==> config.mk <==
export PLATFORM = sky130hd
export DESIGN_NAME = tl_traffic_gen
export DESIGN_NICKNAME = d
export VERILOG_FILES = /design/src/rtl/tl_traffic_gen.sv
export SDC_FILE = /design/constraint.sdc
export NUM_CORES = 1
export LEC_CHECK = 0
export ABC_AREA = 0
export ABC_CLOCK_PERIOD_IN_PS = 4800
export BUFFER_PORTS_ARGS = -buffer_cell sky130_fd_sc_hd__buf_2
export CAP_MARGIN = 20
export CORE_ASPECT_RATIO = 0.5
export CORE_MARGIN = 2
export CORE_UTILIZATION = 29
export CTS_BUF_LIST = sky130_fd_sc_hd__clkbuf_16
export DETAILED_ROUTE_END_ITERATION = 10
export GPL_TIMING_DRIVEN = 0
export SYNTH_ARGS = -nofsm -noshare
export SYNTH_HDL_FRONTEND = slang
export SYNTH_SLANG_ARGS = --single-unit
==> constraint.sdc <==
create_clock -name clk -period 4.8 [get_ports clk]
set_clock_uncertainty 0.15 [all_clocks]
set_input_delay 0.72 -clock clk [delete_from_list [all_inputs] [get_ports clk]]
set_output_delay 0.72 -clock clk [all_outputs]
set_load 0.02 [all_outputs]
==> src/rtl/tl_traffic_gen.sv <==
// tl_traffic_gen: street-side vehicle model that pairs with a traffic-light
// controller. Keeps a waiting-car queue per street (A, B), adds arrivals,
// removes one car every DEP_GAP cycles while that street is green, and
// reports car presence (Ta/Tb) back to the controller.
// Optional feature macro: SAFETY_CHK_EN enables the sticky light-protocol
// error flag (err); without it err is tied low.
module tl_traffic_gen #(
  parameter int QW      = 3,
  parameter int MAX_Q   = 7,
  parameter int DEP_GAP = 4
) (
  input  logic          clk,
  input  logic          reset,
  input  logic          arr_a,
  input  logic          arr_b,
  input  logic [1:0]    La,
  input  logic [1:0]    Lb,
  output logic          Ta,
  output logic          Tb,
  output logic [QW-1:0] cnt_a,
  output logic [QW-1:0] cnt_b,
  output logic          dep_a,
  output logic          dep_b,
  output logic          drop_a,
  output logic          drop_b,
  output logic          err
);

  // Gap counter is at least QW bits, widened if DEP_GAP-1 would not fit.
  localparam int W_DG = $clog2(DEP_GAP + 1);
  localparam int GW   = (QW > W_DG) ? QW : W_DG;

  localparam logic [GW-1:0] GAP_LAST = GW'(DEP_GAP - 1);
  localparam logic [QW-1:0] CNT_MAX  = QW'(MAX_Q);
  localparam logic [QW-1:0] CNT_ZERO = {QW{1'b0}};
  localparam logic [GW-1:0] GAP_ZERO = {GW{1'b0}};
  localparam logic [1:0]    L_GREEN  = 2'b00;

  // Index 0 is street A, index 1 is street B.
  logic [QW-1:0] r_cnt [2];
  logic [GW-1:0] r_gap [2];
  logic [1:0]    r_dep;
  logic [1:0]    r_drop;
  logic [1:0]    r_t;

  logic [1:0]    w_arr;
  logic [1:0]    w_light [2];
  logic [1:0]    w_active;
  logic [1:0]    w_dep;
  logic [1:0]    w_drop;
  logic [1:0]    w_full;
  logic [1:0]    w_t_nxt;
  logic [QW-1:0] w_cnt_nxt [2];
  logic [GW-1:0] w_gap_nxt [2];

  // Per-street next-state: departure pacing, arrivals, and overflow drops.
  // A 2'b11 light never matches green, so it clears the gap and blocks departures.
  always_comb begin
    w_arr      = {arr_b, arr_a};
    w_light[0] = La;
    w_light[1] = Lb;
    w_active   = 2'b00;
    w_dep      = 2'b00;
    w_drop     = 2'b00;
    w_full     = 2'b00;
    w_t_nxt    = 2'b00;
    for (int i = 0; i < 2; i++) begin
      w_cnt_nxt[i] = r_cnt[i];
      w_gap_nxt[i] = GAP_ZERO;
      w_active[i]  = (w_light[i] == L_GREEN) && (r_cnt[i] != CNT_ZERO);
      w_dep[i]     = w_active[i] && (r_gap[i] == GAP_LAST);
      w_full[i]    = (r_cnt[i] == CNT_MAX);
      // A departure frees a slot in the same cycle, so a full queue accepts it.
      w_drop[i]    = w_arr[i] && w_full[i] && !w_dep[i];

      if (w_dep[i] && !w_arr[i]) begin
        w_cnt_nxt[i] = r_cnt[i] - QW'(1);
      end else if (!w_dep[i] && w_arr[i] && !w_full[i]) begin
        w_cnt_nxt[i] = r_cnt[i] + QW'(1);
      end else begin
        w_cnt_nxt[i] = r_cnt[i];
      end

      if (w_active[i] && !w_dep[i]) begin
        w_gap_nxt[i] = r_gap[i] + GW'(1);
      end else begin
        w_gap_nxt[i] = GAP_ZERO;
      end

      w_t_nxt[i] = (w_cnt_nxt[i] != CNT_ZERO);
    end
  end

  // Queue, gap and pulse registers; async reset flushes everything.
  always_ff @(posedge clk or negedge reset) begin
    if (!reset) begin
      for (int i = 0; i < 2; i++) begin
        r_cnt[i] <= CNT_ZERO;
        r_gap[i] <= GAP_ZERO;
      end
      r_dep  <= 2'b00;
      r_drop <= 2'b00;
      r_t    <= 2'b00;
    end else begin
      for (int i = 0; i < 2; i++) begin
        r_cnt[i] <= w_cnt_nxt[i];
        r_gap[i] <= w_gap_nxt[i];
      end
      r_dep  <= w_dep;
      r_drop <= w_drop;
      r_t    <= w_t_nxt;
    end
  end

`ifdef SAFETY_CHK_EN
  logic r_err;
  logic w_conflict;

  // Protocol violation: both streets non-red at once, or any illegal encoding.
  always_comb begin
    w_conflict = ((La != 2'b10) && (Lb != 2'b10)) || (La == 2'b11) || (Lb == 2'b11);
  end

  // Sticky error flag, cleared only by reset.
  always_ff @(posedge clk or negedge reset) begin
    if (!reset) begin
      r_err <= 1'b0;
    end else begin
      r_err <= r_err | w_conflict;
    end
  end

  assign err = r_err;
`else
  assign err = 1'b0;
`endif

  assign cnt_a  = r_cnt[0];
  assign cnt_b  = r_cnt[1];
  assign Ta     = r_t[0];
  assign Tb     = r_t[1];
  assign dep_a  = r_dep[0];
  assign dep_b  = r_dep[1];
  assign drop_a = r_drop[0];
  assign drop_b = r_drop[1];

endmodule
; Yosys cells after proc, flatten, opt, wreduce, memory -nomap -nowiden
; Index checks and enable logic that the tools add are counted.
[classes]
magnitude_cmp = 0
n_reduce_logical = 28
bitwise = 0
shift = 0
n_mul = 0
n_mux = 6
addsub = 6
eq_ne = 4
n_div = 0
[op_table]
columns = op, count
row1 = $mux W3, 6
row2 = $logic_and A1 B1 Y1, 16
row3 = $add A3 B1 Y3 const B, 4
row4 = $reduce_bool A3 Y1, 4
row5 = $eq A3 B2 Y1 const B, 2
row6 = $eq A3 B3 Y1 const B, 2
row7 = $logic_not A1 Y1, 6
row8 = $sub A3 B1 Y3 const B, 2
row9 = $logic_not A2 Y1, 2
[word_totals]
memories = 0
regBits = 18
romBits = 0
latchBits = 0
ramBits = 0
elab_cells = 51

; Logic depth before layout (Yosys ltp)
; Gate-level depths: netlist of the first run.
[depth]
depth_word = 9
mapped_depth = 8
depth_no_buf = 7

; Worst setup path after synthesis of the first run
; No wires, ideal clock.
[synth_path]
path_kind = input to register
start = in La[1]
end = reg r_t[0]
path_stages = 6
required_ps = 4519
arrival_ps = 1919
path_buffers = 1
setup_slack_ps = 2600
path_cell_list = or3b_1 buf_6 o21ai_0 o21ai_1 xnor2_1 or3_1
[synth_rtl]
columns = element, line_no
row1 = start: declaration, 16  ; input logic [1:0] La,
row2 = end signal: assignment, 111  ; r_t <= w_t_nxt;
row3 = end: declaration, 44  ; logic [1:0] r_t;

==> impl_metrics.toml, run 1 <==
[run_status]
status = "complete, no violations"

[place]
post-dp-hpwl_mm = 1.32
gp_congestion = 0.745
place_area_um2 = 1170
numPortBuffers = 19

[pwr]
vdd_ir_drop_max_v = 0.000201
p_clk_share_pct = 23.7
power.density_nw_per_um2 = 548
p_sw_mw = 0.260
switching_share_pct = 37.8
seqPwrFrac_pct = 33.3
p_comb_share_pct = 43.0
power_leakage_nw = 0.630
p_int_mw = 0.427

[synth]
avgSynthCellArea_um2 = 10.7
synth_top_cell_by_area = "dfrtp_1"
synthArstFlopShare_pct = 100
synth_seq_area_share_pct = 44.3
synth_top_family_by_area = "simple AND/OR/NAND/NOR gates"
synth-xor-area-share_pct = 2.59
synth_edf_count = 0
synth_top_area_share_pct = 44.3
synth_adder_area_share_pct = 14.8
yosysWarnings = 0
synth_simple_gate_area_share_pct = 16.7
synth-seq-cells = 18
synth_compound_area_share_pct = 12.9
synthTopCellsByCount = "dfrtp_1, ha_1, inv_1"
muxShareOfSynthArea_pct = 1.97
syn_area_um2 = 1020
synth_ff_type = "dfrtp_1"
synth_area_leaders = "dfrtp_1, ha_1, inv_1"
synth_nets = 115
syn_inst = 95
yosysMostFrequentCell = "dfrtp_1"
ys_types = 38

[timing]
finalHoldViolations = 0
grt_setup_unrepaired = "false"
drv_slew = 0
fmax_mhz = 454
min_period_over_period_pct = 45.9
tns_ps = 0
whs_ps = 243
layout_min_cycle_time_ps = 2200
setup_viol = 0

[clock_network]
clock_sinks = 18
clock_latency_ps = 250
numCtsBuffers = 3
clk_path_buf_depth = 2
clockRootBuffer = "clkbuf_16"
clk_pin_slew_ps = 50
post_cts_buffers = 0
cts.hold.buffers_added = 0
cts_resized = 0
cts_max_level = 1
cts_tree = "done"

[grt]
gr-usage-all-layers_pct = 9.26
grt_max_degree = 19
overflow = 0
antenna_found_initial = 0
grt_pass1_vias = 651
grt_first_pass_wirelength_mm = 2.84

[setup_path]
r2r_slack_ps = 2600
crit_top_cell = "ha_1"
crit_slowest_cell = "or3_1"
cpPeakStageDelay_ps = 370
startpoint_type = "register"
cp.required_ps = 4770
worst_setup_path_end_kind = "register"
critical_path_arrival_ps = 2170
crit_path_cell_trace = "ha_1, ha_1, or3b_1, buf_6, o21ai_0, o21ai_1, xnor2_1, or3_1"
cp_max_fo = 6
critPathKind = "reg -> reg"

[route]
drtAntennaViolNets = 0
routed_wl_mm = 1.63
drc_errors = 0
first_iter_violations = 15
dr.pass1.iters = 4
vias = 720
wire_per_inst_um = 9.64
viasPerCell = 4.26

[floorplanning]
num_io_pins = 21
rows = 15
start_util_pct = 29.9
core_um2 = 3400
die_area_um2 = 4020
dieHeight_um = 45.9
die_w_um = 87.7

[min_path]
hp-class = "in -> async"

[finish]
n_fill_cell = 336
fin_util_pct = 36.9
nets = 139
fin_area_um2 = 1250
drive_gt1_share_pct = 24.6
synthToLayoutAreaGrowth_pct = 23.4
diodes = 0

[run]
drv_cap = 0
==> worst max-delay path: cells and delay by family, from the launching register on <==
| kind | cells | cell delay (ps) |
|---|---|---|
| adder cells (fa/ha/maj) | 2 | 300 |
| XOR/XNOR | 1 | 140 |
| AND/OR/NAND/NOR | 2 | 730 |
| buffers and inverters | 1 | 140 |
| AO/OA/AOI/OAI | 2 | 250 |
| flip-flops | 1 | 350 |
==> path summary, 6_finish.rpt <==
kind / startpoint / to / cells after the start
min in group clk: r_gap[3] / r_gap[3] / 1
worst max-delay path: r_gap[3] / r_t[0] / 8
max in group asynchronous: reset / r_gap[1] / 1
worst min register to register: r_gap[3] / r_gap[3] / 1
worst min-delay path: reset / r_drop[1] / 1
worst max register to register: r_gap[3] / r_t[0] / 8
==> cell type report <==
| cell class | instances | area (um2) | share of cell area [%] |
|---|---|---|---|
| clock buffer | 3 | 75.1 | 5.99 |
| inverter | 11 | 41.3 | 3.29 |
| tap | 51 | 63.8 | 5.09 |
| timing repair buffer | 19 | 95.1 | 7.58 |
| multi-input combinational | 63 | 502 | 40.0 |
| sequential | 18 | 450 | 35.9 |
| buffer | 3 | 22.5 | 1.80 |
| clock inverter | 1 | 3.75 | 0.299 |
==> sequential cells by signal, indices dropped and copies added, names as in the netlist <==
register	cells
r_drop	2
r_t	2
cnt_a	3
cnt_b	3
r_gap	6
r_dep	2
==> power groups by stage <==
stage	registers, mW	clock network (mW)	logic [mW]
2_1_floorplan	0.267	0	0.181
3_3_place_gp	0.230	0	0.294
3_5_place_dp	0.232	0	0.298
4_1_cts	0.230	0.167	0.300
5_1_grt	0.236	0.176	0.336
6_report	0.229	0.163	0.295
==> cells in the final DEF (no fill, tap or decap), types with 3 or more instances in the layout <==
cell type and n:
buf_2 19, dfrtp_1 18, ha_1 12, inv_1 11, nor2_1 4, nand2_1 3
nor3_1 3, a21oi_1 3, clkbuf_16 3
==> layer usage <==
metal,vias to the layer above,global-route usage (%),wire (um)
li1,380,-,-
met1,325,11.1,793
met2,12,16.1,767
met3,3,1.09,37
met4,0,6.46,31
met5,-,0,0
==> metrics by stage <==
stage,power (mW),std cells,setup WS [ps]
detailed placement,0.530,165,2390
global route,0.748,169,2510
floorplan,0.448,95,2600
CTS,0.698,169,2590
finish,0.687,169,2600
global placement,0.524,165,2410
==> cell families after synthesis <==
group | after synthesis
AND/OR/NAND/NOR | 29
flip-flops | 18
AO/OA/AOI/OAI | 16
buffers and inverters | 14
adder cells (fa/ha/maj) | 12
XOR/XNOR | 3
multiplexers | 2
other | 1
(Power assumes the default switching activity.)
==> run 2: changes to the inputs <==
Settings changed: ABC_AREA 0 to 1, ABC_CLOCK_PERIOD_IN_PS 4800 to 1890.
Clock period 4.8 ns to 1.89 ns, I/O delays scaled along.
==> run 2 against run 1 <==
Synthesized cell count is 17% higher. Combinational power rose by 140%. Clock power grew to 2.6 times the previous value. Flip-flop and latch count is the same.
==> impl_metrics.toml, run 2 <==
[run_status]
status = "complete, no violations"

[clock_network]
cts.hold.buffers_added = 1
clk_pin_slew_ps = 50
cts_resized = 0
cts_max_level = 1
clockRootBuffer = "clkbuf_16"
clk_path_buf_depth = 2
clock_latency_ps = 240
post_cts_buffers = 0
clock_sinks = 18
numCtsBuffers = 3
cts_tree = "done"

[synth]
synth-seq-cells = 18
synth_nets = 131
synth_edf_count = 0
synth_area_leaders = "dfrtp_1, ha_1, inv_1"
synthArstFlopShare_pct = 100
synth_top_area_share_pct = 44.0
yosysMostFrequentCell = "inv_1"
ys_types = 18
synth_top_cell_by_area = "dfrtp_1"
synthTopCellsByCount = "inv_1, dfrtp_1, nand2_1"
syn_inst = 111
avgSynthCellArea_um2 = 9.22
synth_seq_area_share_pct = 44.0
synth_ff_type = "dfrtp_1"
syn_area_um2 = 1020
yosysWarnings = 0

[pwr]
power.total_mw = 1.71
p_int_mw = 1.03
power_leakage_nw = 0.703
switching_share_pct = 39.5
p_clk_share_pct = 24.5
p_sw_mw = 0.674
power.density_nw_per_um2 = 1340
p_comb_share_pct = 42.1
seqPwrFrac_pct = 33.5
vdd_ir_drop_max_v = 0.000338

[place]
numPlacedInstances = 181
gp_congestion = 0.824
post-dp-hpwl_mm = 1.31
numPortBuffers = 19

[finish]
max_flop_register = "r_gap"
drive_gt1_share_pct = 28.9
final_cells = 186
synthToLayoutAreaGrowth_pct = 24.2
nets = 156
diodes = 0
mostFrequentLayoutCells = "inv_1, buf_2, nand2_1, dfrtp_1, ha_1"
final_common_cell = "inv_1"
largest_register_ffs = 6

[grt]
grt_first_pass_wirelength_mm = 2.70
overflow = 0
grt_max_degree = 19
antenna_found_initial = 0
grt_pass1_vias = 681
gr-usage-all-layers_pct = 8.67

[floorplanning]
die_w_um = 88.0
start_util_pct = 30.1
dieHeight_um = 46.0
core_um2 = 3400
rows = 15
num_io_pins = 21
die_area_um2 = 4050

[route]
routed_wl_mm = 1.57
vias = 722
viasPerCell = 3.88
first_iter_violations = 41
drc_errors = 0
dr.pass1.iters = 3
wire_per_inst_um = 8.44
drtAntennaViolNets = 0

[setup_path]
cp_num_buf_inv = 0
cpLargestDelayFamily = "simple AND/OR/NAND/NOR gates"
worst_setup_path_end_kind = "register"
cp.required_ps = 1870
cpPeakStageDelay_ps = 380
crit_path_cell_trace = "ha_1, ha_1, nand3_4, nand3_2, nand2_1, nand3_1, nand2_1, nand3_2"
startpoint = "r_gap[3]"
r2r_start = "r_gap[3]"
cp_max_fo = 6
startpoint_type = "register"
critPathKind = "reg -> reg"
crit_slowest_cell = "dfrtp_1"
critical_path_arrival_ps = 1610

[timing]
finalHoldViolations = 0
whs_ps = 179
tns_ps = 0
drv_slew = 0
min_period_over_period_pct = 86.7
grt_setup_unrepaired = "false"
setup_viol = 0
fmax_mhz = 610
layout_min_cycle_time_ps = 1640

[min_path]
hp-class = "in -> reg"
hold_start = "arr_b"

[run]
drv_cap = 0
## run 2: path summary, 6_finish.rpt
kind,cells after the start,slack [ps],end
min in group asynchronous,2,340,r_dep[0]
worst max-delay path,8,250,r_t[0]
worst min register to register,1,280,r_gap[0]
max in group asynchronous,2,980,r_gap[4]
worst min-delay path,3,180,r_drop[1]
worst max register to register,8,250,r_t[0]
## run 2: worst reg2reg max path, stage by stage, from the launching register on
cell	delay [ps]
dfrtp_1	380
ha_1	200
ha_1	220
nand3_4	140
nand3_2	110
nand2_1	70
nand3_1	60
nand2_1	100
nand3_2	80
## run 2: per-stage QoR
step | worst slack [ps] | area [um2] | util [%]
6_report | 252 | 1270 | 37.4
5_1_grt | 99.0 | 1270 | 37.4
4_1_cts | 236 | 1270 | 37.4
3_5_place_dp | 242 | 1180 | 34.8
3_3_place_gp | 247 | 1180 | 34.8
2_1_floorplan | 247 | 1020 | -
## run 2: power groups by stage
stage / Sequential [mW] / Combinational (mW) / Clock (mW)
final: 0.570 / 0.717 / 0.417
after global routing: 0.583 / 0.836 / 0.441
after floorplan: 0.669 / 0.441 / 0
after detailed placement: 0.581 / 0.731 / 0
after global placement: 0.577 / 0.722 / 0
after CTS: 0.575 / 0.736 / 0.421
## run 2: logic make-up (layout without fill, tap and decap cells)
kind of cell	Yosys count	count (layout)	synth area share [%]
AND/OR/NAND/NOR	53	53	30.2
buffers and inverters	26	50	9.90
flip-flops	18	18	44.0
adder cells (fa/ha/maj)	12	12	14.7
other	1	1	0.366
XOR/XNOR	1	1	0.856
## run 2: final cells by class
class	count	area, um2
Fill cell	331	2130
Tap cell	51	63.8
Clock buffer	3	75.1
Clock inverter	1	3.75
Multi-Input combinational cell	67	472
Buffer	1	7.51
Sequential cell	18	450
Inverter	25	93.8
Timing Repair Buffer	20	105
## run 2: layer usage
metal  track usage (%)  up-vias  share of wire, %
met1              10.1      329                45
met4              3.64        0               1.2
li1                  -      386                 -
met5                 0        -                 0
met2              15.9        5                51
met3              1.81        2               2.6
